### src/rtl/mux_scan_ctrl.sv
// mux_scan_ctrl: drives a 4:1 mux channel by channel and reassembles its output for self-check.
// Ports:
//   clk_in, rst_n_in          clock, async active-low reset
//   start_in, word_in         scan request (IDLE only) and word latched on accept
//   data_out, sel_out         registered mux data_in / sel_in drive
//   y_in                      mux y_out return, sampled on the last dwell cycle of each channel
//   busy_out, done_out        scan in progress / one-cycle completion pulse
//   capture_out, match_out    reassembled word and its comparison against data_out
//   mismatch_cnt_out          saturating count of mismatched scans
module mux_scan_ctrl #(
  parameter int DWELL = 1
) (
  input  logic       clk_in,
  input  logic       rst_n_in,
  input  logic       start_in,
  input  logic [3:0] word_in,
  output logic [3:0] data_out,
  output logic [1:0] sel_out,
  input  logic       y_in,
  output logic       busy_out,
  output logic [3:0] capture_out,
  output logic       done_out,
  output logic       match_out,
  output logic [7:0] mismatch_cnt_out
);
  typedef enum logic [1:0] {IDLE, DRIVE, DONE} state_t;
  localparam logic [3:0] LAST = 4'(DWELL - 1);
  state_t state_q, state_d;
  logic [3:0] data_q, data_d, cap_q, cap_d, dwell_q, dwell_d, shadow_q, shadow_d;
  logic [1:0] sel_q, sel_d;
  logic       match_q, match_d;
  logic [7:0] cnt_q, cnt_d;
  logic       last, fin;
  assign last = state_q == DRIVE && dwell_q == LAST;
  assign fin  = last && sel_q == 2'd3;
  always_ff @(posedge clk_in or negedge rst_n_in) begin
    if (!rst_n_in) state_q <= IDLE;
    else           state_q <= state_d;
  end
  always_comb begin
    state_d = state_q == IDLE  ? (start_in ? DRIVE : IDLE) :
              state_q == DRIVE ? (fin ? DONE : DRIVE) : IDLE;
  end
  // sel wraps 3->0 on the final sample, so it is already 0 when IDLE is reached
  always_comb begin
    data_d   = state_q == IDLE && start_in ? word_in : data_q;
    dwell_d  = state_q == DRIVE ? (last ? 4'd0 : dwell_q + 4'd1) : 4'd0;
    sel_d    = last ? sel_q + 2'd1 : sel_q;
    shadow_d = shadow_q;
    if (last) shadow_d[sel_q] = y_in;
    cap_d    = fin ? shadow_d : cap_q;
    match_d  = fin ? shadow_d == data_q : match_q;
    cnt_d    = fin && shadow_d != data_q && cnt_q != 8'hff ? cnt_q + 8'd1 : cnt_q;
  end
  always_ff @(posedge clk_in or negedge rst_n_in) begin
    if (!rst_n_in) begin
      data_q   <= '0;
      sel_q    <= '0;
      dwell_q  <= '0;
      shadow_q <= '0;
      cap_q    <= '0;
      match_q  <= 1'b0;
      cnt_q    <= '0;
    end else begin
      data_q   <= data_d;
      sel_q    <= sel_d;
      dwell_q  <= dwell_d;
      shadow_q <= shadow_d;
      cap_q    <= cap_d;
      match_q  <= match_d;
      cnt_q    <= cnt_d;
    end
  end
  always_comb begin
    busy_out         = state_q != IDLE;
    done_out         = state_q == DONE;
    data_out         = data_q;
    sel_out          = sel_q;
    capture_out      = cap_q;
    match_out        = match_q;
    mismatch_cnt_out = cnt_q;
  end
endmodule
### config.mk
export PLATFORM = sky130hd
export DESIGN_NAME = mux_scan_ctrl
export DESIGN_NICKNAME = d
export VERILOG_FILES = /design/src/rtl/mux_scan_ctrl.sv
export SDC_FILE = /design/constraint.sdc
export NUM_CORES = 1
export LEC_CHECK = 0
export ABC_AREA = 1
export CAP_MARGIN = 15
export CORE_MARGIN = 2
export CORE_UTILIZATION = 35
export CTS_CLUSTER_SIZE = 12
export DETAILED_ROUTE_END_ITERATION = 8
export HOLD_SLACK_MARGIN = 0.15
export PLACE_DENSITY_LB_ADDON = 0.3
export SYNTH_ARGS = -nofsm -noshare
export SYNTH_HDL_FRONTEND = slang
export SYNTH_SLANG_ARGS = --single-unit
### constraint.sdc
create_clock -name clk_in -period 2 [get_ports clk_in]
set_input_delay 0.2 -clock clk_in [delete_from_list [all_inputs] [get_ports clk_in]]
set_output_delay 0.2 -clock clk_in [all_outputs]
set_load 0.05 [all_outputs]
==> results_dict.tcl, run 1 <==
set metrics [dict create \
    outcome "complete, no violations" \
    crit_end "mismatch_cnt_out[7]" \
    vdd_ir_drop_max_mv 0.8748 \
    cts_hold_buf 0 \
    finClkSkew_ns 0.003931 \
    port_buffers 28 \
    grt_util_met1_pct 18.72 \
    vias 1318 \
    hold_violations 0 \
    cap_viol_max_count 0 \
    cts_sinks 29 \
    grtUsageMet2_pct 19.94 \
    drt_iter0_drc 63 \
    nNetsFinal 243 \
    finalWeightedCongestion 0.7683 \
    ff2ff_path_depth 11 \
    core-area_um2 4324 \
    busiest_layer "met2" \
    tightest_slew_ns 0.4981 \
    cp.buffers_inverters 1 \
    rr_endpoint "mismatch_cnt_out[7]" \
    crit_top_cell "nand2_2" \
    cp-start-kind "register" \
    period_share_pct 90.56 \
    yosys_register_bits 29 \
    ctsHtreeMaxLevel 2 \
    cp_cell_sequence "inv_1 -> ha_4 -> nand2_2 -> nor2_8 -> nand2_2 -> nand3_1 -> nand2_1 -> nor2_2 -> nand2_2 -> nand4_1 -> nand2_1" \
    syn_area_per_cell_um2 8.265 \
    routed_via_density 4.690 \
    synth_top_cell_by_area "dfrtp_1" \
    dieHeight_um 70.98 \
    fmax_mhz 552.1 \
    synth_top_area_share_pct 46.22 \
    grt.overflow.total 0 \
    start_util_pct 36.31 \
    ys_seq_area_share_pct 46.22 \
    reg2reg_slack_ns 0.19 \
    dp_hpwl_um 2278 \
    holdWs_ns 0.3031 \
    pre_cts_ws_ns 0.09885 \
    final_cell_mix "nand2_1 (52), dfrtp_1 (28), clkdlybuf4s50_1 (28)" \
    die_x_um 70.98 \
    cts_tree "yes" \
    clk_pin_slew_ns 0.06 \
    synthCells 190 \
    avgRoutedWirePerCell_um 11.72 \
    crit_path_end_kind "register" \
    critPathRequiredTime_ns 2.17 \
    ant_nets 0 \
    clk_path_buf_depth 2 \
    layout_commonest_cell "nand2_1" \
    grt_max_degree 30 \
    cp_max_fo 8 \
    rsz0062_at_grt "false" \
    firstDrtPassIters 6 \
    drc 0 \
    cpPeakStageDelay_ns 0.39 \
    clkLatencyLatePin_ns 0.28 \
    drive_gt1_share_pct 13.54 \
    io_pins 29 \
    synthesis.nets 205 \
    cpLargestDelayFamily "simple AND/OR/NAND/NOR gates" \
    grt_first_pass_wirelength_um 5368 \
    synth_area_leaders "dfrtp_1 (46%), nand2_1 (12%), inv_1 (5.7%)" \
    synth_warnings 0 \
    p_leak_nw 1.014 \
    first_global_vias 1171 \
    slew_headroom_pct 66.69 \
    wl_um 3292 \
    seqCellArea_um2 726.9 \
    slowest_stage "dfrtp_1" \
    ctsRootBufferMaster "clkbuf_8" \
    layout_setup_ws_ns 0.1888 \
    syn_area_um2 1570 \
    period_needed_ns 1.811 \
    multiInputGateArea_um2 764.5 \
    crit_arrival_ns 1.98 \
    setup_viol_count_final 0 \
    rows 24 \
    worstHoldPathType "input port to asynchronous set/reset pin" \
    r2r_start "dwell_q[0]" \
    globalRouteTotalUtil_pct 13.68 \
    area_growth_syn_to_layout_pct 31.79 \
    antenna_found_initial 0 \
    fillers 432 \
    die_area_um2 5038 \
    final-max-slew-violation-count 0 \
    tns_ns 0 \
    critPathLaunch "dwell_q[0]" \
    diodes 0 \
    use_met3_pct 4.131 \
    power_density_nw_per_um2 1746 \
    cp.depth 11 \
    yosys.cell_types.count 23 \
    cts_buffers 5 \
    crit_type "register to register" \
]
final cells by class:
| cell class | instances | share of cell area (%) |
|---|---|---|
| Inverter | 25 | 4.534 |
| Multi-Input combinational cell | 134 | 36.94 |
| Clock inverter | 1 | 0.2418 |
| Tap cell | 52 | 3.144 |
| Timing Repair Buffer | 33 | 15.36 |
| Sequential cell | 29 | 35.13 |
| Clock buffer | 7 | 4.655 |
synthesized netlist by cell type:
| cell | instances |
|---|---|
| xnor2_1 | 2 |
| o21a_1 | 1 |
| nand2_1 | 52 |
| buf_6 | 2 |
| inv_1 | 24 |
| nor2_4 | 1 |
| inv_2 | 1 |
| nand2_2 | 6 |
| o21ai_0 | 11 |
| nor2_2 | 2 |
| mux2_2 | 1 |
| nor2_1 | 15 |
| a21oi_1 | 5 |
| ha_1 | 7 |
| xor2_1 | 5 |
| nand3_2 | 2 |
| nand4_1 | 8 |
| nand3b_1 | 1 |
| nor2_8 | 1 |
| nor3_1 | 1 |
| nand3_1 | 12 |
| buf_2 | 1 |
| dfrtp_1 | 29 |
routing by layer:
layer | share of wire (%) | vias to the layer above
li1 | - | 681
met1 | 48 | 601
met2 | 45 | 29
met3 | 4.6 | 7
met4 | 2.0 | 0
met5 | 0 | -
flip-flops by register name (all words and copies together), names as in the netlist:
name	flops
capture_out	4
data_out	4
dwell_q	4
match_out	1
mismatch_cnt_out	8
sel_out	2
shadow_q	4
state_q	2
stage by stage:
step | total power, mW | utilization [%] | std cells | cell area (um^2)
floorplan | 2.470 | - | 190 | 1572
global placement | 2.988 | 44.04 | 269 | 1904
detailed placement | 3.012 | 44.04 | 269 | 1904
CTS | 3.549 | 46.38 | 277 | 2006
global route | 3.893 | 47.86 | 281 | 2069
finish | 3.613 | 47.86 | 281 | 2069
power by group:
part / internal [mW] / total, mW / switching, mW / leakage, nW
sequential: 0.804 / 0.977 / 0.173 / 0.364
clock: 0.310 / 0.525 / 0.214 / 0.0542
combinational: 0.690 / 2.11 / 1.42 / 0.596
cells by family after synthesis:
logic type	count (synthesis)	share of synthesized area, %
and+or+nand+nor	101	30.28
adders and majority gates	7	5.577
AOI/OAI and AO/OA	17	5.577
muxes	1	0.7171
xor gates and xnor gates	7	3.904
buffers and inverters	28	7.729
DFF	29	46.22
what timing repair did:
| item | 4_1_cts | 5_1_grt |
|---|---|---|
| hold endpoints to repair | 0 | 0 |
| resized for setup | 0 | 6 |
| setup buffers | 0 | 3 |
| endpoints found under the setup margin | 0 | 9 |
worst min path at each step:
stage                     startpoint        endpoint  slack, ns  depth (start not counted)
after global placement    dwell_q[0]      dwell_q[0]       0.47                          1
final                       rst_n_in      sel_out[1]       0.30                          2
after global routing        rst_n_in     data_out[3]       0.34                          2
after detailed placement  dwell_q[0]      dwell_q[0]       0.48                          1
after floorplan             rst_n_in  capture_out[0]       -0.1                          0
after CTS                   rst_n_in      state_q[1]       0.32                          2
(Power assumes the default switching activity.)
==> run 2, diff against run 1 <==
- CORE_ASPECT_RATIO: unset -> 1.25
==> run 2 against run 1 <==
Net effect: global-route usage grew 0.87 points; register-to-register slack improved by 0.02 ns; core utilization shrank 1.3 points; non-clock buffer count shrank 2; critical path depth decreased by 8.
==> results_dict.tcl, run 2 (synthesis gave the netlist of run 1 again) <==
set metrics [dict create \
    outcome "complete, no violations" \
    clkLatencyLatePin_ns 0.28 \
    fillers 418 \
    avgRoutedWirePerCell_um 11.11 \
    crit_type "register to output port" \
    dieHeight_um 78.89 \
    nNetsFinal 240 \
    period_share_pct 90.94 \
    period_needed_ns 1.819 \
    worstHoldPathType "input port to asynchronous set/reset pin" \
    power_density_nw_per_um2 1734 \
    die_area_um2 5042 \
    port_buffers 28 \
    layout_commonest_cell "nand2_1" \
    cts_resized 0 \
    cap_viol_max_count 0 \
    crit_arrival_ns 1.62 \
    cts_buffers 5 \
    drive_gt1_share_pct 11.11 \
    tightest_slew_ns 0.5040 \
    drt_iter0_drc 54 \
    cts_tree "yes" \
    cp_cell_sequence "inv_1 -> nor2_1 -> clkdlybuf4s50_1" \
    rows 27 \
    fin_cells 283 \
    clk_path_buf_depth 2 \
    drc 0 \
    grt_max_degree 30 \
    rsz0062_at_grt "false" \
    cpLargestDelayFamily "buffers and inverters" \
    critPathRequiredTime_ns 1.80 \
    area_growth_syn_to_layout_pct 29.16 \
    start_util_pct 36.03 \
    first_global_vias 1307 \
    finClkSkew_ns 0.002746 \
    cts_hold_buf 0 \
    diodes 0 \
    largest_register_ff_count 8 \
    cts_setup_buffers 0 \
    slowest_stage "clkdlybuf4s50_1" \
    ant_nets 0 \
    final-max-slew-violation-count 0 \
    cpPeakStageDelay_ns 0.80 \
    hold_violations 0 \
    p_leak_nw 0.9887 \
    core-area_um2 4358 \
    routed_via_density 4.594 \
    pre_cts_ws_ns 0.1057 \
    ctsRootBufferMaster "clkbuf_8" \
    globalRouteTotalUtil_pct 14.56 \
    fmax_mhz 549.8 \
    die_x_um 63.91 \
    final_cell_mix "nand2_1 (52), dfrtp_1 (28), clkdlybuf4s50_1 (28)" \
    clk_pin_slew_ns 0.06 \
    cp.buffers_inverters 2 \
    vdd_ir_drop_max_mv 0.6446 \
    cp-start-kind "register" \
    firstDrtPassIters 4 \
    dp_hpwl_um 2318 \
    grt_first_pass_wirelength_um 5623 \
    antenna_found_initial 0 \
    slew_headroom_pct 66.29 \
    grt.overflow.total 0 \
    crit_path_end_kind "output port" \
    finalWeightedCongestion 0.7575 \
    ctsHtreeMaxLevel 2 \
    layout_setup_ws_ns 0.1812 \
    vias 1300 \
    cts_sinks 29 \
    setup_viol_count_final 0 \
    tns_ns 0 \
    wl_um 3145 \
    cp_max_fo 4 \
    io_pins 29 \
    dpl.cell_count 276 \
]
run 2: cell types whose count changed in the layout (fill, tap and decap cells not counted), sizes merged:
cell / change
clkinv: -1
buf: -2
nand2: -1
run 2: report_power, final:
| part | leakage [nW] | total [mW] | internal, mW | switching, mW |
|---|---|---|---|---|
| logic | 0.580 | 2.05 | 0.691 | 1.36 |
| clock network | 0.0443 | 0.484 | 0.272 | 0.211 |
| registers | 0.364 | 0.981 | 0.804 | 0.177 |
| total | 0.989 | 3.52 | 1.77 | 1.75 |
run 2: layer usage:
metal	up-vias	share of wire, %	track usage [%]	wire (um)
met4	0	1.9	6.522	59
met5	-	0	0	0
met3	7	4.8	4.391	152
li1	668	-	-	-
met2	25	47	25.10	1480
met1	600	46	16.39	1453
run 2: metrics by stage:
stage | hold slack [ns] | utilization [%] | total power, mW | cell area [um^2]
2_1_floorplan | -0.09559 | - | 2.470 | 1572
3_3_place_gp | 0.4651 | 44.04 | 3.012 | 1919
3_5_place_dp | 0.4784 | 44.04 | 3.017 | 1919
4_1_cts | 0.3175 | 46.02 | 3.517 | 2006
5_1_grt | 0.3432 | 46.54 | 3.805 | 2028
6_report | 0.3000 | 46.54 | 3.517 | 2028
run 2: worst paths after layout:
kind,from,end,slack (ns),cells past startpoint
min reg2reg,dwell_q[0],dwell_q[0],0.49,1
min,rst_n_in,capture_out[0],0.30,2
max in group asynchronous,rst_n_in,sel_out[0],1.41,2
min in group clk_in,dwell_q[0],dwell_q[0],0.49,1
max,state_q[1],done_out,0.18,3
max reg2reg,dwell_q[0],mismatch_cnt_out[0],0.21,13
run 2: layout make-up:
class	instances	area [um^2]	area share [%]
clock buffers	7	86.33	4.257
inverters	25	93.84	4.627
multi-input cells	133	745.7	36.77
flip-flops and latches	29	726.9	35.84
well taps	58	72.57	3.578
repair buffers	31	302.8	14.93
run 2: worst register-to-register path, delay by kind of cell, from the launching register on:
family / cells / cell delay [ns]
AND/OR/NAND/NOR: 10 / 0.94
buffers and inverters: 2 / 0.13
adder cells (fa/ha/maj): 1 / 0.21
flip-flops: 1 / 0.41
